<file path="src/rtl/vga_pkg.sv">
// vga_pkg: shared timing constants, framebuffer geometry, pixel type and
// scanline-fetch FSM states for the 640x480 VGA scanout path.
package vga_pkg;

  localparam int unsigned H_DISPLAY = 640;
  localparam int unsigned H_TOTAL   = 800;
  localparam int unsigned V_DISPLAY = 480;
  localparam int unsigned V_TOTAL   = 525;

  localparam int unsigned FB_W     = 160;
  localparam int unsigned FB_H     = 120;
  localparam int unsigned SCALE    = 4;
  localparam int unsigned FB_WORDS = FB_W * FB_H;

  typedef logic [7:0] pixel_t;

  typedef enum logic {
    IDLE  = 1'b0,
    FETCH = 1'b1
  } fetch_state_e;

endpackage

</file>
<file path="src/rtl/line_buffer_pp.sv">
// line_buffer_pp: ping-pong pair of FB_W x 8-bit scanline buffers.
//   clk             write clock
//   wr_en/wr_sel    write strobe and buffer select (0/1)
//   wr_idx/wr_data  column and pixel written
//   rd_sel/rd_idx   buffer select and column for the combinational read
//   rd_data         pixel at rd_idx of buffer rd_sel
// Contents are not reset.
module line_buffer_pp
  import vga_pkg::*;
(
  input  logic       clk,
  input  logic       wr_en,
  input  logic       wr_sel,
  input  logic [7:0] wr_idx,
  input  pixel_t     wr_data,
  input  logic       rd_sel,
  input  logic [7:0] rd_idx,
  output pixel_t     rd_data
);

  pixel_t buf0 [FB_W];
  pixel_t buf1 [FB_W];

  always_ff @(posedge clk) begin
    if (wr_en) begin
      if (wr_sel) begin
        buf1[wr_idx] <= wr_data;
      end else begin
        buf0[wr_idx] <= wr_data;
      end
    end
  end

  assign rd_data = rd_sel ? buf1[rd_idx] : buf0[rd_idx];

endmodule

</file>
<file path="src/rtl/fb_scanout_arbiter.sv">
// fb_scanout_arbiter: shares a single-port 160x120x8 framebuffer RAM between
// scanline prefetch (into a ping-pong line buffer) and host pixel writes,
// and produces the 4x-upscaled display pixel.
//   clk, reset            pixel clock, async active-low reset
//   hcount/vcount         raster position; active_video visible-region flag
//   wr_valid/addr/data    host write request; wr_ready accepted this cycle
//   ram_*                 framebuffer RAM port (ram_rdata one cycle after ram_re)
//   pixel                 registered display pixel
//   underrun/_clr         sticky late-fetch flag and its clear
module fb_scanout_arbiter
  import vga_pkg::*;
(
  input  logic        clk,
  input  logic        reset,
  input  logic [10:0] hcount,
  input  logic [9:0]  vcount,
  input  logic        active_video,
  input  logic        wr_valid,
  input  logic [14:0] wr_addr,
  input  logic [7:0]  wr_data,
  output logic        wr_ready,
  output logic [14:0] ram_addr,
  output logic [7:0]  ram_wdata,
  output logic        ram_we,
  output logic        ram_re,
  input  logic [7:0]  ram_rdata,
  output logic [7:0]  pixel,
  output logic        underrun,
  input  logic        underrun_clr
);

  fetch_state_e state_q, state_d;
  logic [7:0]   col_q, col_d;
  logic [6:0]   row_q, row_d;
  logic         rr_q, rr_d;          // 1: host wins the next contended cycle
  logic         active_q, active_d;  // buffer being displayed
  logic         rd_pend_q, rd_pend_d;
  logic [7:0]   rd_col_q, rd_col_d;
  pixel_t       pixel_q, pixel_d;
  logic         underrun_q, underrun_d;

  logic         trigger, swap;
  logic         fetch_req, host_req, contend, wr_in_range;
  logic         grant_fetch, grant_host;
  logic [14:0]  fetch_addr;
  logic [8:0]   pix_col;
  logic [7:0]   pix_idx;
  pixel_t       lb_rd;

  assign trigger = (hcount == 11'd0) &&
                   (((vcount[1:0] == 2'd2) && (vcount < 10'(V_DISPLAY - 2))) ||
                    (vcount == 10'(V_TOTAL - 5)));
  assign swap    = (hcount == 11'(H_TOTAL - 1)) &&
                   (((vcount[1:0] == 2'd3) && (vcount < 10'(V_DISPLAY - 1))) ||
                    (vcount == 10'(V_TOTAL - 1)));

  // Out-of-range host writes never touch the RAM, so they are accepted
  // immediately and take no part in arbitration.
  assign wr_in_range = (wr_addr < 15'(FB_WORDS));
  assign host_req    = wr_valid && wr_in_range;
  // No new read on the swap cycle: the fetch is being abandoned anyway.
  assign fetch_req   = (state_q == FETCH) && (col_q < 8'(FB_W)) && !swap;
  assign contend     = fetch_req && host_req;
  assign grant_fetch = fetch_req && !(contend && rr_q);
  assign grant_host  = host_req && !(contend && !rr_q);

  assign fetch_addr = 15'(row_q) * 15'(FB_W) + 15'(col_q);

  assign wr_ready  = grant_host || (wr_valid && !wr_in_range);
  assign ram_we    = grant_host;
  assign ram_re    = grant_fetch;
  assign ram_addr  = grant_fetch ? fetch_addr : wr_addr;
  assign ram_wdata = wr_data;

  assign pix_col = 9'(hcount >> $clog2(SCALE));
  assign pix_idx = (pix_col < 9'(FB_W)) ? pix_col[7:0] : '0;

  line_buffer_pp u_line_buffer_pp (
    .clk     (clk),
    .wr_en   (rd_pend_q),
    .wr_sel  (~active_q),
    .wr_idx  (rd_col_q),
    .wr_data (ram_rdata),
    .rd_sel  (active_q),
    .rd_idx  (pix_idx),
    .rd_data (lb_rd)
  );

  always_comb begin
    state_d    = state_q;
    col_d      = col_q;
    row_d      = row_q;
    rr_d       = rr_q;
    active_d   = active_q;
    rd_pend_d  = grant_fetch;
    rd_col_d   = col_q;
    underrun_d = underrun_q;
    pixel_d    = active_video ? lb_rd : '0;

    if (grant_fetch) begin
      col_d = col_q + 8'd1;
    end
    if (contend) begin
      rr_d = ~rr_q;
    end

    case (state_q)
      IDLE: begin
        if (trigger) begin
          state_d = FETCH;
          col_d   = '0;
          rr_d    = 1'b0;
          row_d   = (vcount == 10'(V_TOTAL - 5)) ? '0
                  : 7'(vcount >> $clog2(SCALE)) + 7'd1;
        end
      end
      FETCH: begin
        if (rd_pend_q && (rd_col_q == 8'(FB_W - 1))) begin
          state_d = IDLE;
        end
      end
      default: state_d = IDLE;
    endcase

    if (underrun_clr) begin
      underrun_d = 1'b0;
    end
    // Swap always happens; a fetch still running at that point is late.
    if (swap) begin
      active_d = ~active_q;
      if (state_q == FETCH) begin
        underrun_d = 1'b1;
        state_d    = IDLE;
        rd_pend_d  = 1'b0;
      end
    end
  end

  always_ff @(posedge clk or negedge reset) begin
    if (!reset) begin
      state_q    <= IDLE;
      col_q      <= '0;
      row_q      <= '0;
      rr_q       <= 1'b0;
      active_q   <= 1'b0;
      rd_pend_q  <= 1'b0;
      rd_col_q   <= '0;
      pixel_q    <= '0;
      underrun_q <= 1'b0;
    end else begin
      state_q    <= state_d;
      col_q      <= col_d;
      row_q      <= row_d;
      rr_q       <= rr_d;
      active_q   <= active_d;
      rd_pend_q  <= rd_pend_d;
      rd_col_q   <= rd_col_d;
      pixel_q    <= pixel_d;
      underrun_q <= underrun_d;
    end
  end

  assign pixel    = pixel_q;
  assign underrun = underrun_q;

endmodule

</file>
<file path="config.mk">
export PLATFORM = sky130hd
export DESIGN_NAME = fb_scanout_arbiter
export DESIGN_NICKNAME = d
export VERILOG_FILES = /design/src/rtl/vga_pkg.sv /design/src/rtl/line_buffer_pp.sv /design/src/rtl/fb_scanout_arbiter.sv
export SDC_FILE = /design/constraint.sdc
export NUM_CORES = 2
export LEC_CHECK = 0
export ABC_AREA = 1
export BUFFER_PORTS_ARGS = -buffer_cell sky130_fd_sc_hd__buf_2
export CAP_MARGIN = 20
export CELL_PAD_IN_SITES_DETAIL_PLACEMENT = 0
export CELL_PAD_IN_SITES_GLOBAL_PLACEMENT = 1
export CORE_ASPECT_RATIO = 1.75
export CORE_UTILIZATION = 46
export DETAILED_ROUTE_END_ITERATION = 16
export PLACE_DENSITY_LB_ADDON = 0.1
export SETUP_SLACK_MARGIN = 0.2
export SLEW_MARGIN = 20
export SYNTH_ARGS = -nofsm -noshare
export SYNTH_HDL_FRONTEND = slang
export SYNTH_SLANG_ARGS = --single-unit
</file>
<file path="constraint.sdc">
create_clock -name clk -period 4.65 [get_ports clk]
set_clock_uncertainty 0.05 [all_clocks]
set_input_delay 0.93 -clock clk [delete_from_list [all_inputs] [get_ports clk]]
set_output_delay 0.93 -clock clk [all_outputs]
set_load 0.03 [all_outputs]
</file>
==> summary.md <==
| Metric | Value |
|---|---|
| Synth warn | `0` |
| First-pass GRT wire length | `508 mm` |
| Largest net degree at the start of global routing | `140` |
| Synth cell types | `36` |
| WL final | `between 300 and 400 mm` |
| Arrival @ worst endpoint | `3.33 ns` |
| Hold bufs inserted after CTS | `0` |
| Die height | `approximately 650 um` |
| Sequential cell area | `77800 sq um` |
| GRT Total Usage | `28.9%` |
| Flop pwr share | `between 50% and 60%` |
| Final Hold Vio Count | `0` |
| Unrepaired setup endpoints after global routing | `false` |
| Post-synth ARST share | `1.39%` |
| Total die area | `242000 sq um` |
| Worst skew pair latency | `0.93 ns` |
| Antenna violations before repair | `11` |
| Multiplexer share of the synthesized area | `0%` |
| Final cell utilization of the core | `51.8%` |
| Worst slew margin | `between 20 and 30%` |
| Logic gate share of total power | `7.0%` |
| Worst-Margin Slew | `~1.1 ns` |
| WS Path Type | `input pin to output port` |
| Net Sw Power | `between 10 and 15 mW` |
| Number of placed I/O pins | `92` |
| Placement row count | `237` |
| Leakage | `46.6 nW` |
| Startpoint types | `input pin` |
| Ys flop type | `edfxtp_1` |
| Setup TNS | `0 ns` |
| Pre-antenna DRT Iters | `6` |
| Share of cells above drive strength 1 | `8.02%` |
| Pins Over Slew Limit | `0` |
| Clock period minus worst slack | `4.31 ns` |
| Final setup fails | `0` |
| Root buf cell | `clkbuf_16` |
| Compound-Gate Fraction of Synth Area | `2.28%` |
| Wirelength per Cell | `26.5 um` |
| XOR/XNOR Fraction of Synth Area | `0.143%` |
| Final Instance Count excl. Fillers | `13300` |
| Nets | `10000` |
| Synth top area cells | `edfxtp_1, nand2_1, nand3_1` |
| # Max-Cap Violations | `0` |
| Detailed Route Iter0 Violations | `7014` |
| Crit Path Max Fanout | `20` |
| Total clock sinks | `between 2000 and 3000` |
| Fin crit share | `92.7%` |
| Initial core utilization | `46.3%` |
| Leading area contributor after synthesis | `edfxtp_1` |
| Chip width | `372 um` |
| Via count | `approximately 75000` |
| Filler instances | `21100` |
| DRC viols | `0` |
| Sequential fraction of the synthesis area | `70.4%` |
| Core area | `between 200000 and 250000 sq um` |
| Congestion Overflow GR | `0` |
| Hold slack | `0.0659 ns` |
| CTS tree | `done` |
| Final Wtd Congestion | `0.870` |
| Status | `finished, final reports clean` |
| Yosys reg bits | `2596` |
| Kind of end point of the critical path | `output port` |
| Clock power share | `around two fifths` |
| Max Fclk | `roughly 230 MHz` |
| Number of synthesized flops with an enable pin | `2560` |
| Post-synthesis cell count | `10000` |
| Clk buf depth | `4` |
| P_int | `37.6 mW` |
| Overall Power | `49.0 mW` |
| RR Startpoint | `active_q$_DFFE_PN0P_` |
| Mapped Area | `approximately 110000 sq um` |
| Simple-gate share of the synthesized area | `21.8%` |
| Net switching fraction of the power | `23.4%` |
| Largest family of logic cells by synthesized area | `simple AND/OR/NAND/NOR gates` |
| Multi-input gate area | `27400 sq um` |
| H-tree depth | `4` |
| Dpl cells | `about 13000` |
| VDD IR max | `0.333 mV` |
| Post-synthesis adder-cell area fraction | `0.240%` |
| Clock transition at the registers of the reported paths | `0.07 ns` |
| Antenna-violating nets left | `0` |
| Hold Crit Class | `input pin to async pin` |
| Total CTS buffers | `238` |
| Area share of the largest cell type after synthesis | `69.6%` |
| Worst EP required | `around 3.7 ns` |
| HPWL after DPL | `between 200 and 250 mm` |
| Post-Syn Area per Cell | `11.0 sq um` |
| Via density per instance | `5.64` |
| Vias in the first global route | `73000` |
| Power Density | `397 nW/um^2` |
| Setup crit start | `hcount[2]` |
| IO Port Bufs | `between 70 and 80` |
| Layout area overhead | `11.7%` |
| Synth Net Count | `10100` |
[worst max-delay path, stage by stage]
cell and delay, ns:
buf_12 0.15, inv_1 0.12, nor4_4 0.26, nand4_1 0.20
nor4_4 0.31, nand2_1 0.13, nand2_1 0.09, nor2_1 0.06
ha_1 0.17, nand3b_1 0.21, buf_12 0.19, inv_4 0.10
nand3b_1 0.09, o21ai_1 0.10, buf_4 0.18
[Yosys cell counts, types with 23 or more instances]
library cell and number:
nand2_1 3105, edfxtp_1 2560, nand3_1 1813, inv_1 748, clkbuf_1 395, nor2_1 390
nand4_1 222, o211ai_1 206, buf_2 183, buf_1 73, or2_2 64, o21ai_0 47
a22o_1 40, dfrtp_1 36, a21oi_1 30, a22oi_1 23
[layout make-up]
class / instances / area share (%)
multi-input combinational: 6013 / 22.2
sequential: 2596 / 63.0
clock inverter: 141 / 1.16
clock buffer: 291 / 5.07
timing repair buffer: 352 / 3.03
antenna: 6 / 0.0122
tap: 3107 / 3.15
inverter: 757 / 2.34
[power by group through the flow]
stage | clock network [mW] | registers (mW) | logic, mW
3_3_place_gp | 0 | 26.2 | 3.41
4_1_cts | 20.1 | 25.7 | 3.44
2_1_floorplan | 0 | 26.2 | 1.58
6_report | 19.9 | 25.7 | 3.44
3_5_place_dp | 0 | 26.2 | 3.43
5_1_grt | 20.9 | 25.7 | 3.64
[per-layer routing]
metal | track usage [%] | share of wire (%) | vias up
met3 | 3.44 | 5.7 | 660
met2 | 51.0 | 52 | 2776
met4 | 15.0 | 5.8 | 10
met5 | 0 | 0.021 | -
met1 | 34.3 | 37 | 37000
li1 | - | - | 34400
[placed cells by master, fill, tap and decap left out, types with 13 or more instances in the layout]
cell,n
inv_1,746
clkbuf_1,46
clkinv_2,45
ha_1,18
nand4_1,222
nand2_1,3101
clkinvlp_4,13
clkinv_1,45
bufinv_16,27
nand3_1,1810
o211ai_1,206
buf_12,94
edfxtp_1,2560
clkbuf_16,242
buf_4,187
a21oi_1,30
o21ai_0,41
or2_2,64
nor2_1,369
a22o_1,40
dfrtp_1,35
a22oi_1,23
buf_2,62
nor2_4,14
[stage by stage]
step	worst slack, ns	cell area (sq um)
6_report	0.340	123000
5_1_grt	0.140	123000
4_1_cts	0.103	123000
3_5_place_dp	-0.128	116000
3_3_place_gp	-0.108	115000
2_1_floorplan	0.354	110000
[state kept, by name, summed over array words and instances, names as in the netlist, 7 cells and up]
| register | flops |
|---|---|
| col_q | 8 |
| row_q | 7 |
| pixel | 8 |
| u_line_buffer_pp.buf1 | 1280 |
| rd_col_q | 8 |
| u_line_buffer_pp.buf0 | 1280 |
[timing repair]
| action | 4_1_cts | 5_1_grt |
|---|---|---|
| hold endpoints to repair | 0 | 0 |
| endpoints found under the setup margin | 5 | 16 |
| gates cloned | 0 | 1 |
| gates resized for setup | 10 | 24 |
| pin swaps | 2 | 7 |
| setup buffers | 1 | 3 |
[cells by family (layout without fill, tap and decap cells)]
| kind of cell | count (synthesis) | in the layout |
|---|---|---|
| other cells | 0 | 6 |
| buf+inv | 1421 | 1541 |
| fa+ha+maj | 20 | 20 |
| xor+xnor | 18 | 18 |
| simple gates | 5619 | 5619 |
| compound gates | 356 | 356 |
| flops | 2596 | 2596 |
[worst paths after layout]
| check | end | slack [ns] | cells after the start |
|---|---|---|---|
| worst max-delay path | ram_addr[11] | 0.34 | 15 |
| worst min register to register | rd_col_q[0]$_DFF_PN0_ | 0.43 | 0 |
| worst max register to register | u_line_buffer_pp.buf1[22][4]$_DFFE_PP_ | 1.29 | 4 |
| max in group asynchronous | row_q[3]$_DFFE_PN0P_ | 3.97 | 2 |
| min in group clk | underrun$_DFF_PN0_ | 0.14 | 2 |
| worst min-delay path | pixel[2]$_DFF_PN0_ | 0.07 | 2 |
No activity file was read; power rests on OpenSTA's default activity.
